**src/rtl/zx_rom_loader.sv**
```systemverilog
// zx_rom_loader: boot-time loader for the ZX ROM image held in one SPRAM.
// Packs a flash byte stream little-endian into 16-bit words, writes them to
// the ROM wrapper, then hands the ROM port to the CPU for byte reads.
// Optional feature macro: ZX_ROM_CHECKSUM_EN (8-bit modular byte checksum).
module zx_rom_loader #(
    parameter int         ROM_BYTES = 16384,
    parameter logic [7:0] EXP_SUM   = 8'h00
) (
    input  logic        clk_i,
    input  logic        reset_i,
    input  logic        start_i,
    input  logic [7:0]  in_data_i,
    input  logic        in_valid_i,
    output logic        in_ready_o,
    output logic        ram_wen_o,
    output logic [13:0] ram_addr_o,
    output logic [15:0] ram_wdata_o,
    input  logic [7:0]  ram_rdata_i,
    input  logic        cpu_rd_i,
    input  logic [13:0] cpu_addr_i,
    output logic [7:0]  cpu_data_o,
    output logic        cpu_ack_o,
    output logic        cpu_wait_o,
    output logic        loaded_o,
    output logic [7:0]  sum_o,
    output logic        sum_ok_o
);

    typedef enum logic [2:0] {
        S_IDLE    = 3'd0,
        S_LOAD_LO = 3'd1,
        S_LOAD_HI = 3'd2,
        S_WRITE   = 3'd3,
        S_DONE    = 3'd4
    } state_t;

    // Loading terminates on this index; the counter never wraps.
    localparam logic [12:0] LAST_WORD = 13'(ROM_BYTES / 2 - 1);

    state_t      state_q, state_d;
    logic [12:0] wcnt_q, wcnt_d;
    logic [15:0] wdata_q, wdata_d;
    logic        ack_q, ack_d;
    logic        in_ready_q, ram_wen_q, loaded_q, cpu_wait_q;
    logic        accept_s, clear_s, finish_s;

    assign accept_s = in_valid_i && in_ready_q;
    assign clear_s  = start_i && ((state_q == S_IDLE) || (state_q == S_DONE));
    assign finish_s = (state_q == S_WRITE) && (wcnt_q == LAST_WORD);

    // Next-state, word counter, byte packing and CPU read acknowledge.
    always_comb begin
        state_d = state_q;
        wcnt_d  = wcnt_q;
        wdata_d = wdata_q;
        ack_d   = 1'b0;
        case (state_q)
            S_IDLE: begin
                if (start_i) begin
                    state_d = S_LOAD_LO;
                    wcnt_d  = 13'd0;
                end else begin
                    state_d = S_IDLE;
                end
            end
            S_LOAD_LO: begin
                if (accept_s) begin
                    wdata_d[7:0] = in_data_i;
                    state_d      = S_LOAD_HI;
                end else begin
                    state_d = S_LOAD_LO;
                end
            end
            S_LOAD_HI: begin
                if (accept_s) begin
                    wdata_d[15:8] = in_data_i;
                    state_d       = S_WRITE;
                end else begin
                    state_d = S_LOAD_HI;
                end
            end
            S_WRITE: begin
                if (finish_s) begin
                    state_d = S_DONE;
                end else begin
                    wcnt_d  = wcnt_q + 13'd1;
                    state_d = S_LOAD_LO;
                end
            end
            S_DONE: begin
                // A restart takes priority over a coincident CPU read.
                if (start_i) begin
                    state_d = S_LOAD_LO;
                    wcnt_d  = 13'd0;
                end else if (cpu_rd_i) begin
                    ack_d = 1'b1;
                end else begin
                    state_d = S_DONE;
                end
            end
            default: begin
                state_d = S_IDLE;
            end
        endcase
    end

    // State register plus status flags registered from the next state.
    always_ff @(posedge clk_i) begin
        if (reset_i) begin
            state_q    <= S_IDLE;
            wcnt_q     <= 13'd0;
            wdata_q    <= 16'd0;
            ack_q      <= 1'b0;
            in_ready_q <= 1'b0;
            ram_wen_q  <= 1'b0;
            loaded_q   <= 1'b0;
            cpu_wait_q <= 1'b1;
        end else begin
            state_q    <= state_d;
            wcnt_q     <= wcnt_d;
            wdata_q    <= wdata_d;
            ack_q      <= ack_d;
            in_ready_q <= (state_d == S_LOAD_LO) || (state_d == S_LOAD_HI);
            ram_wen_q  <= (state_d == S_WRITE);
            loaded_q   <= (state_d == S_DONE);
            cpu_wait_q <= (state_d != S_DONE);
        end
    end

    // ROM address: word index while writing, CPU byte address once loaded.
    always_comb begin
        ram_addr_o = 14'd0;
        if (ram_wen_q) begin
            ram_addr_o = {1'b0, wcnt_q};
        end else if (loaded_q) begin
            ram_addr_o = cpu_addr_i;
        end else begin
            ram_addr_o = 14'd0;
        end
    end

    assign in_ready_o  = in_ready_q;
    assign ram_wen_o   = ram_wen_q;
    assign ram_wdata_o = wdata_q;
    assign cpu_data_o  = ram_rdata_i;
    assign cpu_ack_o   = ack_q;
    assign cpu_wait_o  = cpu_wait_q;
    assign loaded_o    = loaded_q;

`ifdef ZX_ROM_CHECKSUM_EN
    logic [7:0] sum_q, sum_d;
    logic       sum_ok_q, sum_ok_d;

    // Running byte sum; verdict captured as the last word is written.
    always_comb begin
        sum_d    = sum_q;
        sum_ok_d = sum_ok_q;
        if (clear_s) begin
            sum_d    = 8'd0;
            sum_ok_d = 1'b0;
        end else if (accept_s) begin
            sum_d = sum_q + in_data_i;
        end else if (finish_s) begin
            sum_ok_d = (sum_q == EXP_SUM);
        end else begin
            sum_d    = sum_q;
            sum_ok_d = sum_ok_q;
        end
    end

    // Checksum registers.
    always_ff @(posedge clk_i) begin
        if (reset_i) begin
            sum_q    <= 8'd0;
            sum_ok_q <= 1'b0;
        end else begin
            sum_q    <= sum_d;
            sum_ok_q <= sum_ok_d;
        end
    end

    assign sum_o    = sum_q;
    assign sum_ok_o = sum_ok_q;
`else
    logic [7:0] unused_exp_sum_s;

    assign unused_exp_sum_s = EXP_SUM;
    assign sum_o            = 8'd0;
    assign sum_ok_o         = 1'b1;
`endif

endmodule

```
**config.mk**
```make
export PLATFORM = sky130hd
export DESIGN_NAME = zx_rom_loader
export DESIGN_NICKNAME = d
export VERILOG_FILES = /design/src/rtl/zx_rom_loader.sv
export SDC_FILE = /design/constraint.sdc
export NUM_CORES = 1
export LEC_CHECK = 0
export BUFFER_PORTS_ARGS = -buffer_cell sky130_fd_sc_hd__clkbuf_2
export CORE_UTILIZATION = 28
export DETAILED_ROUTE_END_ITERATION = 8
export PLACE_DENSITY_LB_ADDON = 0.3
export SYNTH_ARGS = -nofsm -noshare
export SYNTH_HDL_FRONTEND = slang
export SYNTH_SLANG_ARGS = --single-unit
```
**constraint.sdc**
```tcl
create_clock -name clk_i -period 1.64 [get_ports clk_i]
set_input_delay 0.082 -clock clk_i [delete_from_list [all_inputs] [get_ports clk_i]]
set_output_delay 0.082 -clock clk_i [all_outputs]
set_load 0.02 [all_outputs]
```
=== After elaboration in Yosys (flattened, before gate mapping) ===
Cells that the tools add are included.

* Bits in registers: 37

* Add/sub/neg operators: 1
* Equal/unequal tests: 12
* Multiplexer cells: 13
* Bitwise gates (word level): 1
* Reductions and logical operators: 10

{| class="wikitable"
|+ Operators by type and width
! kind !! number
|-
| 2-to-1 mux 14 bit || 2
|-
| 2-to-1 mux 13 bit || 2
|-
| case mux 13 bit (2 select lines) || 1
|-
| case mux 3 bit (5 select lines) || 1
|-
| adder 13 x 1 -> 13 bit, second input constant || 1
|-
| equality test 13 bit, second input constant || 1
|-
| equality test 3 x 2 -> 1 bit, second input constant || 4
|-
| 2-to-1 mux 3 bit || 3
|-
| equality test 3 x 1 -> 1 bit, second input constant || 2
|-
| equality test 3 bit, second input constant || 2
|-
| AND reduction 2 bit || 2
|-
| zero test 3 bit || 1
|-
| 2-to-1 mux 1 bit || 3
|-
| != test 3 bit, second input constant || 1
|-
| AND reduction 3 bit || 1
|-
| OR reduction 3 bit || 1
|-
| logical AND 1 bit || 2
|-
| 2-to-1 mux 2 bit || 1
|-
| != test 2 x 1 -> 1 bit, second input constant || 1
|-
| != test 2 bit, second input constant || 1
|-
| nonzero test 2 bit || 1
|-
| OR reduction 2 bit || 1
|-
| logical OR 1 bit || 1
|-
| NOT 1 bit || 1
|}

=== Longest topological paths before layout ===
* Depth after elaboration: 6
* Mapped depth: 6
* Depth with buffers taken out: 5

=== Least setup slack after synthesis ===
No wires, ideal clock.

* Path kind: register to register
* Start: register wcnt_q[3]
* End: register wcnt_q[0]
* Library setup time: 0.121 ns
* Arrival: 1.441 ns
* Path slack: 0.079 ns
* Cell stages (with the launch flop): 7
* Period minus slack after synthesis: 1.561 ns
* Cells stage by stage: dfxtp_1 -> and3_1 -> buf_2 -> and3_1 -> buf_6 -> a21oi_2 -> mux2_2

* Word-level cells in the longest chain between the ends: 4

{| class="wikitable"
|+ RTL lines
! item !! RTL line !! text
|-
| start, declared || 41 || <nowiki>logic [12:0] wcnt_q, wcnt_d;</nowiki>
|-
| start signal, assigned || 120 || <nowiki>wcnt_q <= wcnt_d;</nowiki>
|-
| equality test 13 bit || 49 || <nowiki>assign finish_s = (state_q == S_WRITE) && (wcnt_q == LAST_WORD);</nowiki>
|-
| logical AND 1 bit || 49 ||
|-
| != test 2 bit (no source line) || -- ||
|-
| AND reduction 3 bit (no source line) || -- ||
|}

No other way between the ends.
A chain may end at the register's enable or synchronous reset.

=== Worst setup path in the final report ===
* Start: register wcnt_q[0]
* End: register wcnt_q[0]

* Word-level cells in the longest chain between the ends: 4

{| class="wikitable"
|+ RTL lines
! item
|-
| branches (longest 4 deep; another with adder 13 x 1 -> 13 bit)
|}

Several ways; the timed one is not identified. The select of a mux whose other input is x is not followed.

==> metrics.txt <==
status finished clean; Num CTS Buffers 5; Die Area 7530 um2; Finished Layout Cells 386; CTS tree yes; num ports 87; max layer used met4; CP Max Fanout 8; largest net degree at the start of global routing 26; Leakage 1.12 nW; dpl cells 378; initial antenna violation count 0; number of global-route vias before repair 1673; gr usage total 0.133; logic gate share of total power 0.102; Starting Density 0.293; first-pass GRT wire length 7790 um; crit path kind flip-flop to flip-flop; htree depth 2; via count 1787; commonest non-fill, non-tap cells in the layout 61 x clkbuf_2, 35 x dfxtp_1, 25 x mux2i_1, 25 x buf_4, 23 x nor2_1; Internal 1.28 mW; GRT Residual Overflow 0; IO buf count 61; unrepaired setup endpoints after global routing no; Peak VDD IR 394 uV; Filler Cell Count 740; FFs w/ async S/R, synth 0; total of max-cap violations 0; top post-synthesis cells by area dfxtp_1 37%, mux2i_1 12%, buf_4 6.3%, a22o_1 4.8%, nor2_1 4.3%; 1st-pass router iterations 4; Mapped Area 2010 um2; dominant cell type by area after synthesis dfxtp_1; TNS Setup 0 ns; Synth cell types 49; Power Density 691 nW/um2; metal3 WL 362 um; Core Region 6870 um2; antenna cells 0; clk_skew 0.00320 ns; Sw Pwr 471 uW; Data arrival, critical path 1.74 ns; worst min path class input port to flip-flop; Seq cells post-synth 37; commonest non-fill, non-tap cell in the layout clkbuf_2; Final ANT Viol Nets 0; met1 WL 2160 um; Clock power frac 0.373; layout cells sized above 1 0.376; area share of the largest cell type after synthesis 0.368; DIE HEIGHT 86.8 um; DRT iter0 DRCs 59; sequential share of the synthesized area 0.368; Warnings, synthesis 0; post-synthesis cell count 221; switch share 0.269; area grow syn2layout 26.1%; dpl hpwl 3690 um; clk_lat worst skew 0.29 ns; Flop pwr share 0.525; Worst-path clk slew 0.08 ns; Worst Setup Start Kind flip-flop; Min Hold Slack 0.0365 ns; Horiz. Die Dim 86.8 um; vias per cell 4.63; CTS Hold Buffers Added 0; Tmin final 1.56 ns; Max Buffers Root-to-Sink 2; fmax 643 MHz; ys flop type dfxtp_1; CP required 1.83 ns; Post-Route WL 4820 um; Post-DP Area 2440 um2; Core Rows 30; CP Capture Type flip-flop; Max Slew Vio Count 0; FF+latch area 743 um2; GP Congestion 0.779; drt drc 0; Root Driver clkbuf_8; layout net count 325; fin area 2540 um2; Mean Syn Cell Area 9.10 um2; number of clock sinks 37; Setup Viol. Count Final 0; WL/cell 12.5 um; fin crit share 0.949; met2 WL 2220 um; number of synthesized flops with an enable pin 0; multi-input logic area 1090 um2; Fin. Hold Viols 0
[power groups by stage]
| stage | registers, mW | logic [mW] | clock network [mW] |
|---|---|---|---|
| 2_1_floorplan | 0.942 | 0.151 | 0 |
| 3_3_place_gp | 0.941 | 0.179 | 0 |
| 3_5_place_dp | 0.942 | 0.179 | 0 |
| 4_1_cts | 0.920 | 0.180 | 0.679 |
| 5_1_grt | 0.924 | 0.197 | 0.727 |
| 6_report | 0.921 | 0.178 | 0.654 |
[repair_timing]
item,in CTS,in global routing
gates resized for setup,0,4
hold endpoints to repair,0,0
buffers inserted,0,0
endpoints found under the setup margin,0,8
[sequential cells by signal, summed over array words and instances (netlist names)]
register	count
ram_wen_o	1
wcnt_q	13
loaded_o	1
cpu_ack_o	1
cpu_wait_o	1
state_q	3
ram_wdata_o	16
in_ready_o	1
[through the flow]
| step | setup WS, ns | power [mW] | utilization |
|---|---|---|---|
| 2_1_floorplan | 0.0787 | 1.09 | - |
| 3_3_place_gp | 0.104 | 1.12 | 0.356 |
| 3_5_place_dp | 0.0817 | 1.12 | 0.356 |
| 4_1_cts | 0.0622 | 1.78 | 0.369 |
| 5_1_grt | 0.00555 | 1.85 | 0.369 |
| 6_report | 0.0844 | 1.75 | 0.369 |
[kinds of logic (layout without fill, tap and decap cells)]
kind of cell | after synthesis | after routing | synth area share
DFF | 37 | 37 | 0.368
xor gates and xnor gates | 1 | 1 | 0.00435
muxes | 26 | 26 | 0.130
and+or+nand+nor | 83 | 83 | 0.221
buffers and inverters | 33 | 95 | 0.106
adders and majority gates | 1 | 1 | 0.00622
AOI/OAI and AO/OA | 38 | 38 | 0.160
other | 2 | 9 | 0.00373
[path summary, 6_finish.rpt]
check / from / to / slack, ns / depth (start not counted)
max: wcnt_q[0] / wcnt_q[0] / 0.08 / 4
min: cpu_rd_i / cpu_ack_o / 0.04 / 2
max reg2reg: wcnt_q[0] / wcnt_q[0] / 0.08 / 4
min reg2reg: ram_wdata_o[4] / ram_wdata_o[4] / 0.50 / 2
[Yosys cell counts (all sizes together) (2+ instances only)]
cell     instances
a21oi            8
a22o            12
and2             4
and3             3
and3b            2
buf             28
clkbuf           4
conb             2
dfxtp           37
mux2i           25
nand2           20
nand2b           2
nand3            7
nor2            23
nor3             3
nor3b            4
o2111ai          2
o21ai            5
or2              2
or3              7
[per-layer routing]
layer | GRT usage | up-vias
met5 | 0 | -
met4 | 0.0439 | 0
met3 | 0.0448 | 10
met2 | 0.231 | 66
met1 | 0.153 | 820
li1 | - | 891
[worst max-delay path, stage by stage, from the launching register on]
cell	delay [ns]
dfxtp_1	0.32
ha_1	0.25
and3_1	0.27
a21oi_2	0.26
mux2_2	0.35
[final cells by class]
type	instances	area share
multi-input cells	158	0.429
inverters	1	0.00148
clock inverters	3	0.00838
well taps	96	0.0473
flip-flops and latches	37	0.293
clock buffers	5	0.0271
repair buffers	86	0.194
(Power assumes the default switching activity.)
